`src/rtl/mem_arbiter_pkg.sv`:
```
`default_nettype none
// ============================================================================
// Module      : mem_arbiter_pkg
// Description : Shared FSM state and access-size encodings for the memory
//               arbiter, plus byte-lane helpers for the AXI write channel.
// Revision    : 1.0 - initial release
// ============================================================================
package mem_arbiter_pkg;

    typedef enum logic [2:0] {
        ST_IDLE = 3'd0,
        ST_AR   = 3'd1,
        ST_R    = 3'd2,
        ST_AWW  = 3'd3,
        ST_B    = 3'd4
    } state_e;

    typedef enum logic [1:0] {
        SIZE_BYTE = 2'd0,
        SIZE_HALF = 2'd1,
        SIZE_WORD = 2'd2
    } size_e;

    // Instruction fetches are always full 32-bit words
    localparam logic [2:0] C_FETCH_ARSIZE = 3'b010;

    function automatic logic [3:0] lane_strobe(input logic [1:0] size,
                                               input logic [1:0] addr_lo);
        logic [3:0] strb;
        case (size_e'(size))
            SIZE_BYTE: strb = 4'b0001 << addr_lo;
            SIZE_HALF: strb = 4'b0011 << {addr_lo[1], 1'b0};
            default:   strb = 4'hf;
        endcase
        return strb;
    endfunction

    function automatic logic [31:0] lane_replicate(input logic [1:0]  size,
                                                   input logic [31:0] data);
        logic [31:0] rep;
        case (size_e'(size))
            SIZE_BYTE: rep = {4{data[7:0]}};
            SIZE_HALF: rep = {2{data[15:0]}};
            default:   rep = data;
        endcase
        return rep;
    endfunction

endpackage
`default_nettype wire

```
`src/rtl/mem_arbiter.sv`:
```
`default_nettype none
// ============================================================================
// Module      : mem_arbiter
// Description : Arbitrates a fetch port and a load/store port onto a single
//               AXI4 master, one transaction in flight, round-robin on ties.
// Revision    : 1.0 - initial release
// ============================================================================
module mem_arbiter
    import mem_arbiter_pkg::*;
#(
    parameter int ADDR_W = 15
) (
    input  logic              clk,
    input  logic              rst,
    input  logic              if_req,
    input  logic [ADDR_W-1:0] if_addr,
    output logic              if_done,
    input  logic              ex_req,
    input  logic              ex_we,
    input  logic [1:0]        ex_size,
    input  logic [ADDR_W-1:0] ex_addr,
    input  logic [31:0]       ex_wdata,
    output logic              ex_done,
    output logic [31:0]       rd_data,
    output logic [ADDR_W-1:0] araddr,
    output logic [2:0]        arsize,
    output logic              arvalid,
    input  logic              arready,
    input  logic [31:0]       rdata,
    input  logic              rvalid,
    output logic              rready,
    output logic [ADDR_W-1:0] awaddr,
    output logic [2:0]        awsize,
    output logic              awvalid,
    input  logic              awready,
    output logic [31:0]       wdata,
    output logic [3:0]        wstrb,
    output logic              wvalid,
    input  logic              wready,
    input  logic              bvalid,
    output logic              bready
);

    state_e            state_q, state_d;
    logic              last_fetch_q, last_fetch_d;
    logic              gnt_ex_q, gnt_ex_d;
    logic [ADDR_W-1:0] araddr_q, araddr_d;
    logic [2:0]        arsize_q, arsize_d;
    logic              arvalid_q, arvalid_d;
    logic              rready_q, rready_d;
    logic [ADDR_W-1:0] awaddr_q, awaddr_d;
    logic [2:0]        awsize_q, awsize_d;
    logic              awvalid_q, awvalid_d;
    logic [31:0]       wdata_q, wdata_d;
    logic [3:0]        wstrb_q, wstrb_d;
    logic              wvalid_q, wvalid_d;
    logic              bready_q, bready_d;
    logic [31:0]       rd_data_q, rd_data_d;
    logic              if_done_q, if_done_d;
    logic              ex_done_q, ex_done_d;

    logic w_ex_elig;
    logic w_if_elig;
    logic w_pick_ex;
    logic w_aw_ok;
    logic w_w_ok;

    // A requester still seeing its done pulse has not yet had a chance to drop its request
    assign w_ex_elig = ex_req & ~ex_done_q;
    assign w_if_elig = if_req & ~if_done_q;
    assign w_pick_ex = w_ex_elig & (~w_if_elig | last_fetch_q);

    assign w_aw_ok = ~awvalid_q | awready;
    assign w_w_ok  = ~wvalid_q  | wready;

    always_comb begin
        state_d      = state_q;
        last_fetch_d = last_fetch_q;
        gnt_ex_d     = gnt_ex_q;
        araddr_d     = araddr_q;
        arsize_d     = arsize_q;
        arvalid_d    = arvalid_q;
        rready_d     = rready_q;
        awaddr_d     = awaddr_q;
        awsize_d     = awsize_q;
        awvalid_d    = awvalid_q;
        wdata_d      = wdata_q;
        wstrb_d      = wstrb_q;
        wvalid_d     = wvalid_q;
        bready_d     = bready_q;
        rd_data_d    = rd_data_q;
        if_done_d    = 1'b0;
        ex_done_d    = 1'b0;

        case (state_q)
            ST_IDLE: begin
                if (w_ex_elig | w_if_elig) begin
                    gnt_ex_d     = w_pick_ex;
                    last_fetch_d = ~w_pick_ex;
                    if (w_pick_ex && ex_we) begin
                        awaddr_d  = ex_addr;
                        awsize_d  = {1'b0, ex_size};
                        wdata_d   = lane_replicate(ex_size, ex_wdata);
                        wstrb_d   = lane_strobe(ex_size, ex_addr[1:0]);
                        awvalid_d = 1'b1;
                        wvalid_d  = 1'b1;
                        state_d   = ST_AWW;
                    end else begin
                        araddr_d  = w_pick_ex ? ex_addr : if_addr;
                        arsize_d  = w_pick_ex ? {1'b0, ex_size} : C_FETCH_ARSIZE;
                        arvalid_d = 1'b1;
                        state_d   = ST_AR;
                    end
                end
            end
            ST_AR: begin
                if (arready) begin
                    arvalid_d = 1'b0;
                    rready_d  = 1'b1;
                    state_d   = ST_R;
                end
            end
            ST_R: begin
                if (rvalid) begin
                    rready_d  = 1'b0;
                    rd_data_d = rdata;
                    if (gnt_ex_q) begin
                        ex_done_d = 1'b1;
                    end else begin
                        if_done_d = 1'b1;
                    end
                    state_d = ST_IDLE;
                end
            end
            ST_AWW: begin
                // Address and data channels retire independently, in either order
                if (awvalid_q && awready) begin
                    awvalid_d = 1'b0;
                end
                if (wvalid_q && wready) begin
                    wvalid_d = 1'b0;
                end
                if (w_aw_ok && w_w_ok) begin
                    bready_d = 1'b1;
                    state_d  = ST_B;
                end
            end
            ST_B: begin
                if (bvalid) begin
                    bready_d  = 1'b0;
                    ex_done_d = 1'b1;
                    state_d   = ST_IDLE;
                end
            end
            default: begin
                state_d = ST_IDLE;
            end
        endcase
    end

    always_ff @(posedge clk or posedge rst) begin
        if (rst) begin
            state_q      <= ST_IDLE;
            last_fetch_q <= 1'b1;
            gnt_ex_q     <= 1'b0;
            araddr_q     <= '0;
            arsize_q     <= '0;
            arvalid_q    <= 1'b0;
            rready_q     <= 1'b0;
            awaddr_q     <= '0;
            awsize_q     <= '0;
            awvalid_q    <= 1'b0;
            wdata_q      <= '0;
            wstrb_q      <= '0;
            wvalid_q     <= 1'b0;
            bready_q     <= 1'b0;
            rd_data_q    <= '0;
            if_done_q    <= 1'b0;
            ex_done_q    <= 1'b0;
        end else begin
            state_q      <= state_d;
            last_fetch_q <= last_fetch_d;
            gnt_ex_q     <= gnt_ex_d;
            araddr_q     <= araddr_d;
            arsize_q     <= arsize_d;
            arvalid_q    <= arvalid_d;
            rready_q     <= rready_d;
            awaddr_q     <= awaddr_d;
            awsize_q     <= awsize_d;
            awvalid_q    <= awvalid_d;
            wdata_q      <= wdata_d;
            wstrb_q      <= wstrb_d;
            wvalid_q     <= wvalid_d;
            bready_q     <= bready_d;
            rd_data_q    <= rd_data_d;
            if_done_q    <= if_done_d;
            ex_done_q    <= ex_done_d;
        end
    end

    assign if_done = if_done_q;
    assign ex_done = ex_done_q;
    assign rd_data = rd_data_q;
    assign araddr  = araddr_q;
    assign arsize  = arsize_q;
    assign arvalid = arvalid_q;
    assign rready  = rready_q;
    assign awaddr  = awaddr_q;
    assign awsize  = awsize_q;
    assign awvalid = awvalid_q;
    assign wdata   = wdata_q;
    assign wstrb   = wstrb_q;
    assign wvalid  = wvalid_q;
    assign bready  = bready_q;

endmodule
`default_nettype wire

```
`config.mk`:
```
export PLATFORM = sky130hd
export DESIGN_NAME = mem_arbiter
export DESIGN_NICKNAME = d
export VERILOG_FILES = /design/src/rtl/mem_arbiter_pkg.sv /design/src/rtl/mem_arbiter.sv
export SDC_FILE = /design/constraint.sdc
export NUM_CORES = 1
export LEC_CHECK = 0
export ABC_AREA = 1
export BUFFER_PORTS_ARGS = -buffer_cell sky130_fd_sc_hd__buf_2
export CAP_MARGIN = 20
export CORE_ASPECT_RATIO = 1.2
export CORE_MARGIN = 2
export CORE_UTILIZATION = 48
export DETAILED_ROUTE_END_ITERATION = 10
export GPL_TIMING_DRIVEN = 0
export PLACE_DENSITY = 0.8
export REMOVE_ABC_BUFFERS = 1
export SETUP_SLACK_MARGIN = 0.02
export SLEW_MARGIN = 10
export SYNTH_ARGS = -nofsm -noshare
export SYNTH_HDL_FRONTEND = slang
export SYNTH_SLANG_ARGS = --single-unit
```
`constraint.sdc`:
```
create_clock -name clk -period 4.3 [get_ports clk]
set_input_delay 0.86 -clock clk [delete_from_list [all_inputs] [get_ports clk]]
set_output_delay 0.86 -clock clk [all_outputs]
set_load 0.1 [all_outputs]
```
-- After elaboration in Yosys (flattened, before gate mapping)
Index checks and enable logic that the tools add are counted.
- bits in registers: 115
- bits in latches: 0
- bits in writable memories: 0
- bits in read-only memories: 0
- input bits: 106
- word-level logic and storage cells: 101
- memories kept: 0
- $add $sub $neg: 0
- multiply operators: 0
- div/mod/pow operators: 0
- $lt $le $gt $ge: 0
- equal/unequal tests: 14
- shifts and indexed selects: 2
- mux-type cells: 34
- bitwise operators: 14
- reductions and logical operators: 20
- operators by type and width (kind ; count):
    $pmux W32 S2 ; 1
    $ne A2 B2 Y1 const B ; 9
    $mux W1 ; 17
    $mux W15 ; 1
    $mux W3 ; 5
    $pmux W3 S5 ; 1
    $pmux W1 S2 ; 6
    $reduce_and A3 Y1 ; 4
    $reduce_and A4 Y1 ; 3
    $pmux W4 S2 ; 1
    $reduce_bool A2 Y1 ; 4
    $not A1 Y1 ; 7
    $eq A3 B2 Y1 const B ; 2
    $reduce_and A5 Y1 ; 1
    $logic_and A1 B1 Y1 ; 4
    $mux W2 ; 2
    $or A1 B1 Y1 ; 4
    $reduce_and A2 Y1 ; 2
    $shl A1 B2 Y4 const A ; 1
    $shl A2 B2 Y4 const A ; 1
    $and A1 B1 Y1 ; 3
    $eq A3 B1 Y1 const B ; 1
    $eq A3 B3 Y1 const B ; 1
    $logic_not A3 Y1 ; 1
    2 further kinds ; 2

-- Logic depth before layout (Yosys ltp)
- word-level depth: 9
- mapped depth: 10
- depth with buffers taken out: 10

-- Worst setup path after synthesis
Ideal clock, no wire load.
- kind: reg2reg
- from: reg if_done_q, in the netlist if_done
- to: reg awaddr_q[5], in the netlist awaddr[5]
- data arrival time: 1792 ps
- required time: 4180 ps
- path slack: 2389 ps
- stages on the path, launching flop included: 10
- buffers on the path: 2
- cells stage by stage: dfrtp_1 > inv_2 > nand3_2 > nand2_4 > nor2_4 > nand2_4 > buf_6 > buf_6 > nand2_1 > nand2_1
- cells in the longest elaborated chain, start to end: 7
- ends and longest elaborated chain (element ; line ; RTL):
    start, declared ; mem_arbiter.sv:59 ; logic if_done_q, if_done_d;
    start signal, assigned ; mem_arbiter.sv:196 ; if_done_q <= if_done_d;
    $not A1 Y1 (*) ; mem_arbiter.sv:70 ; assign w_if_elig = if_req & ~if_done_q;
    $and A1 B1 Y1 (*) ; mem_arbiter.sv:70 ;
    $not A1 Y1 ; mem_arbiter.sv:71 ; assign w_pick_ex = w_ex_elig & (~w_if_elig | last_fetch_q);
    $or A1 B1 Y1 ; mem_arbiter.sv:71 ;
    $and A1 B1 Y1 ; mem_arbiter.sv:71 ;
    $logic_and A1 B1 Y1 ; mem_arbiter.sv:100 ; if (w_pick_ex && ex_we) begin
    $reduce_and A3 Y1 (no source line) (*) ; -- ;
    end signal, assigned ; mem_arbiter.sv:188 ; awaddr_q <= awaddr_d;
    end, declared ; mem_arbiter.sv:51 ; logic [ADDR_W-1:0] awaddr_q, awaddr_d;
Mark *: on every way between the ends. The rest lies on a longest branch, timed or not.
A chain may end at the register's enable or synchronous reset.

-- Worst setup path in the final report
- from: in ex_req
- to: reg wstrb_q[3], in the netlist wstrb[3]
- cells in the longest elaborated chain, start to end: 4
- ends and longest elaborated chain (element ; line ; RTL):
    start, declared ; mem_arbiter.sv:18 ; input logic ex_req,
    $and A1 B1 Y1 (*) ; mem_arbiter.sv:69 ; assign w_ex_elig = ex_req & ~ex_done_q;
    $and A1 B1 Y1 ; mem_arbiter.sv:71 ;
    $logic_and A1 B1 Y1 ; mem_arbiter.sv:100 ;
    $reduce_and A3 Y1 (no source line) (*) ; -- ;
    end signal, assigned ; mem_arbiter.sv:192 ; wstrb_q <= wstrb_d;
    end, declared ; mem_arbiter.sv:55 ; logic [3:0] wstrb_q, wstrb_d;
Marks and branches as above.

==> flow_summary.ini <==
[routing]
drt_iter0_drc = 236
route.vias.total = 4723
vias_per_cell = 4.83
drtAntennaViolNets = 0
wl_per_cell_um = 14.1
postRouteWirelength_mm = 13.8
drt_first_pass_iters = 7
drc = 0

[synth]
synth.yosys.warnings = 0
register_bit_total_from_synthesis = 114
netlist.area_leader.share_pct = 55.8
synth_seq_area_share_pct = 56.3
synthTopCellsByArea = sky130_fd_sc_hd__dfrtp_1, sky130_fd_sc_hd__nand2_1, sky130_fd_sc_hd__o21ai_0
synthDistinctLibCells = 25
synthesis.area_mm2 = 0.00507
cell_type_with_the_largest_total_area_after_synthesis = sky130_fd_sc_hd__dfrtp_1
syn_area_per_cell_um2 = 8.08
syn-instance-count = 628

[cts]
post_cts.repair.setup_buffers = 0
tritoncts.num_buffers = 17
clock_insertion_delay_worst_skew_ns = 0.41
post_cts_sizing_count = 0
cts.path.max_buffers = 2
cts.root.buffer_cell = sky130_fd_sc_hd__clkbuf_16
cts_hold_buf = 0
tritoncts = yes
tritoncts_num_sinks = 114
htree_levels = 4
cts.reportedPaths.clkPinSlew_ns = 0.05

[floorplanning]
boundaryPins = 217
die-width_um = 97.8
design.die.area_mm2 = 0.0114
start_util_pct = 48.7
fp.coreArea_mm2 = 0.0104
die_y_um = 117
fp-row-count = 41

[cells_and_area]
layout.nets = 942
insertedDiodeCount = 0
drive_above_1_share_pct = 32.0
postLayoutCellArea_mm2 = 0.00676
area_delta_synth_final_pct = 33.3
fillers = 933

[sta]
setup_viol_count_final = 0
timing.slew.headroom_pct = 40.6
layout_min_cycle_time_ns = 2.53
final.setup.tns_ns = 0
hold_viol = 0
tightest_slew_ns = 0.892
clock.fmax_ghz = 0.395
finalHoldWorstSlack_ns = 0.462
finalMaxSlewViolations = 0
finalClockSkew_ns = 0.00956
rsz0062_at_grt = no
final_critical_path_setup_slack_ns = 1.77
post-route-period-util_pct = 58.9

[global_route]
first_global_vias = 4739
antenna_violations_before_repair = 1
largest_net_degree_at_the_start_of_global_routing = 89
grt_remaining_overflow = 0
grt_pass1_wl_mm = 22.5
grt_util_all_layers_pct = 25.1

[place]
place_worst_setup_slack_ns = 1.36
port_buffers = 214
placed_area_mm2 = 0.00617
place.gp.congestion = 0.822
detailedPlacementHpwl_mm = 9.24

[worst_hold_path]
hold_class = reg2reg

[worst_setup_path]
worst-endpoint-required_ns = 4.58
path_max_fanout = 88
timing.setup.critical_path_class = in2reg
critPathArrivalTime_ns = 2.81
cp-start-kind = primary input
timing.critical_path.to_type = flop

[status]
run_status = completed

[flow_run]
cap_violations = 0
metrics by stage:
stage | util (%) | cells
3_5_place_dp | 59.2 | 946
3_3_place_gp | 58.9 | 945
6_report | 64.9 | 978
2_1_floorplan | - | 602
4_1_cts | 64.9 | 978
5_1_grt | 64.9 | 978
placed cells by master (no fill, tap or decap), types with 2 or more instances in the layout:
| cell | instances |
|---|---|
| sky130_fd_sc_hd__clkinv_4 | 3 |
| sky130_fd_sc_hd__a211oi_1 | 2 |
| sky130_fd_sc_hd__nor2_4 | 4 |
| sky130_fd_sc_hd__o21ai_2 | 6 |
| sky130_fd_sc_hd__inv_6 | 2 |
| sky130_fd_sc_hd__bufinv_16 | 2 |
| sky130_fd_sc_hd__o21ai_0 | 51 |
| sky130_fd_sc_hd__clkbuf_16 | 17 |
| sky130_fd_sc_hd__nand3_1 | 6 |
| sky130_fd_sc_hd__clkinvlp_4 | 3 |
| sky130_fd_sc_hd__buf_2 | 214 |
| sky130_fd_sc_hd__a21oi_1 | 14 |
| sky130_fd_sc_hd__nor2_1 | 8 |
| sky130_fd_sc_hd__inv_2 | 7 |
| sky130_fd_sc_hd__inv_1 | 32 |
| sky130_fd_sc_hd__nand2_1 | 343 |
| sky130_fd_sc_hd__dfrtp_1 | 113 |
| sky130_fd_sc_hd__clkinv_2 | 3 |
| sky130_fd_sc_hd__o21a_1 | 2 |
| sky130_fd_sc_hd__nand2_4 | 5 |
| sky130_fd_sc_hd__clkbuf_8 | 2 |
| sky130_fd_sc_hd__conb_1 | 2 |
final timing paths:
check | depth (start not counted) | from | slack, ns | to
setup / recovery | 9 | ex_req | 1.77 | wstrb[3]
hold / removal | 2 | rd_data[7] | 0.46 | rd_data[7]
setup reg to reg | 8 | last_fetch_q | 1.78 | wstrb[0]
hold reg to reg | 2 | rd_data[7] | 0.46 | rd_data[7]
max in group asynchronous | 3 | rst | 3.09 | last_fetch_q
min in group asynchronous | 2 | rst | 0.49 | wdata[8]
registers in the layout (all words and copies together) (netlist names):
name and cells:
rready 1, ex_done 1, gnt_ex_q 1, araddr 15, awaddr 15, arvalid 1
arsize 2, bready 1, if_done 1, wvalid 1, state_q 3, wdata 32
awvalid 1, rd_data 32, last_fetch_q 1, awsize 2, wstrb 4
synthesized netlist by cell type:
| master | count |
|---|---|
| sky130_fd_sc_hd__nand2_1 | 343 |
| sky130_fd_sc_hd__dfrtp_1 | 113 |
| sky130_fd_sc_hd__o21ai_0 | 51 |
| sky130_fd_sc_hd__inv_1 | 33 |
| sky130_fd_sc_hd__a21oi_1 | 14 |
| sky130_fd_sc_hd__buf_2 | 14 |
| sky130_fd_sc_hd__nor2_1 | 8 |
| sky130_fd_sc_hd__inv_2 | 7 |
| sky130_fd_sc_hd__buf_6 | 6 |
| sky130_fd_sc_hd__nand3_1 | 6 |
| sky130_fd_sc_hd__o21ai_2 | 6 |
| sky130_fd_sc_hd__nand2_4 | 5 |
| sky130_fd_sc_hd__clkbuf_1 | 4 |
| sky130_fd_sc_hd__nor2_4 | 4 |
| sky130_fd_sc_hd__a211oi_1 | 2 |
| sky130_fd_sc_hd__buf_4 | 2 |
| sky130_fd_sc_hd__o21a_1 | 2 |
| sky130_fd_sc_hd__buf_1 | 1 |
| sky130_fd_sc_hd__conb_1 | 1 |
| sky130_fd_sc_hd__dfstp_2 | 1 |
| sky130_fd_sc_hd__inv_4 | 1 |
| sky130_fd_sc_hd__nand3_2 | 1 |
| sky130_fd_sc_hd__nand3b_1 | 1 |
| sky130_fd_sc_hd__nand4_1 | 1 |
| sky130_fd_sc_hd__o21ai_1 | 1 |
cell families after synthesis:
family                 share of synthesized area (%)
DFF                                             56.3
and+or+nand+nor                                 29.0
AOI/OAI and AO/OA                               8.14
other                                         0.0739
buffers and inverters                           6.46
per-layer routing:
metal	track usage, %	up-vias	wire length (µm)
li1	-	2343	-
met4	9.44	2	312
met1	29.9	2172	5520
met3	8.08	28	1020
met5	0	-	14
met2	42.9	178	6900
cell type report:
type                            count  area [µm²]  share of cell area [%]
Sequential cell                   114        2850                    42.2
Multi-Input combinational cell    447        1890                    28.0
Tap cell                          129         161                    2.39
Inverter                           41         161                    2.39
Clock inverter                     12         133                    1.96
Clock buffer                       20         457                    6.76
Timing Repair Buffer              215        1100                    16.3
critical path: stages:
cell and delay, ns:
sky130_fd_sc_hd__buf_2 0.09, sky130_fd_sc_hd__nand2_1 0.08, sky130_fd_sc_hd__inv_2 0.05, sky130_fd_sc_hd__nand2_4 0.26, sky130_fd_sc_hd__nor2_4 0.08, sky130_fd_sc_hd__nand2_4 0.62, sky130_fd_sc_hd__inv_2 0.42, sky130_fd_sc_hd__o21ai_1 0.18
sky130_fd_sc_hd__nand2_1 0.07
Power is not shown: default switching activity piles up to over one toggle a cycle in this logic, so the estimate is an artifact.
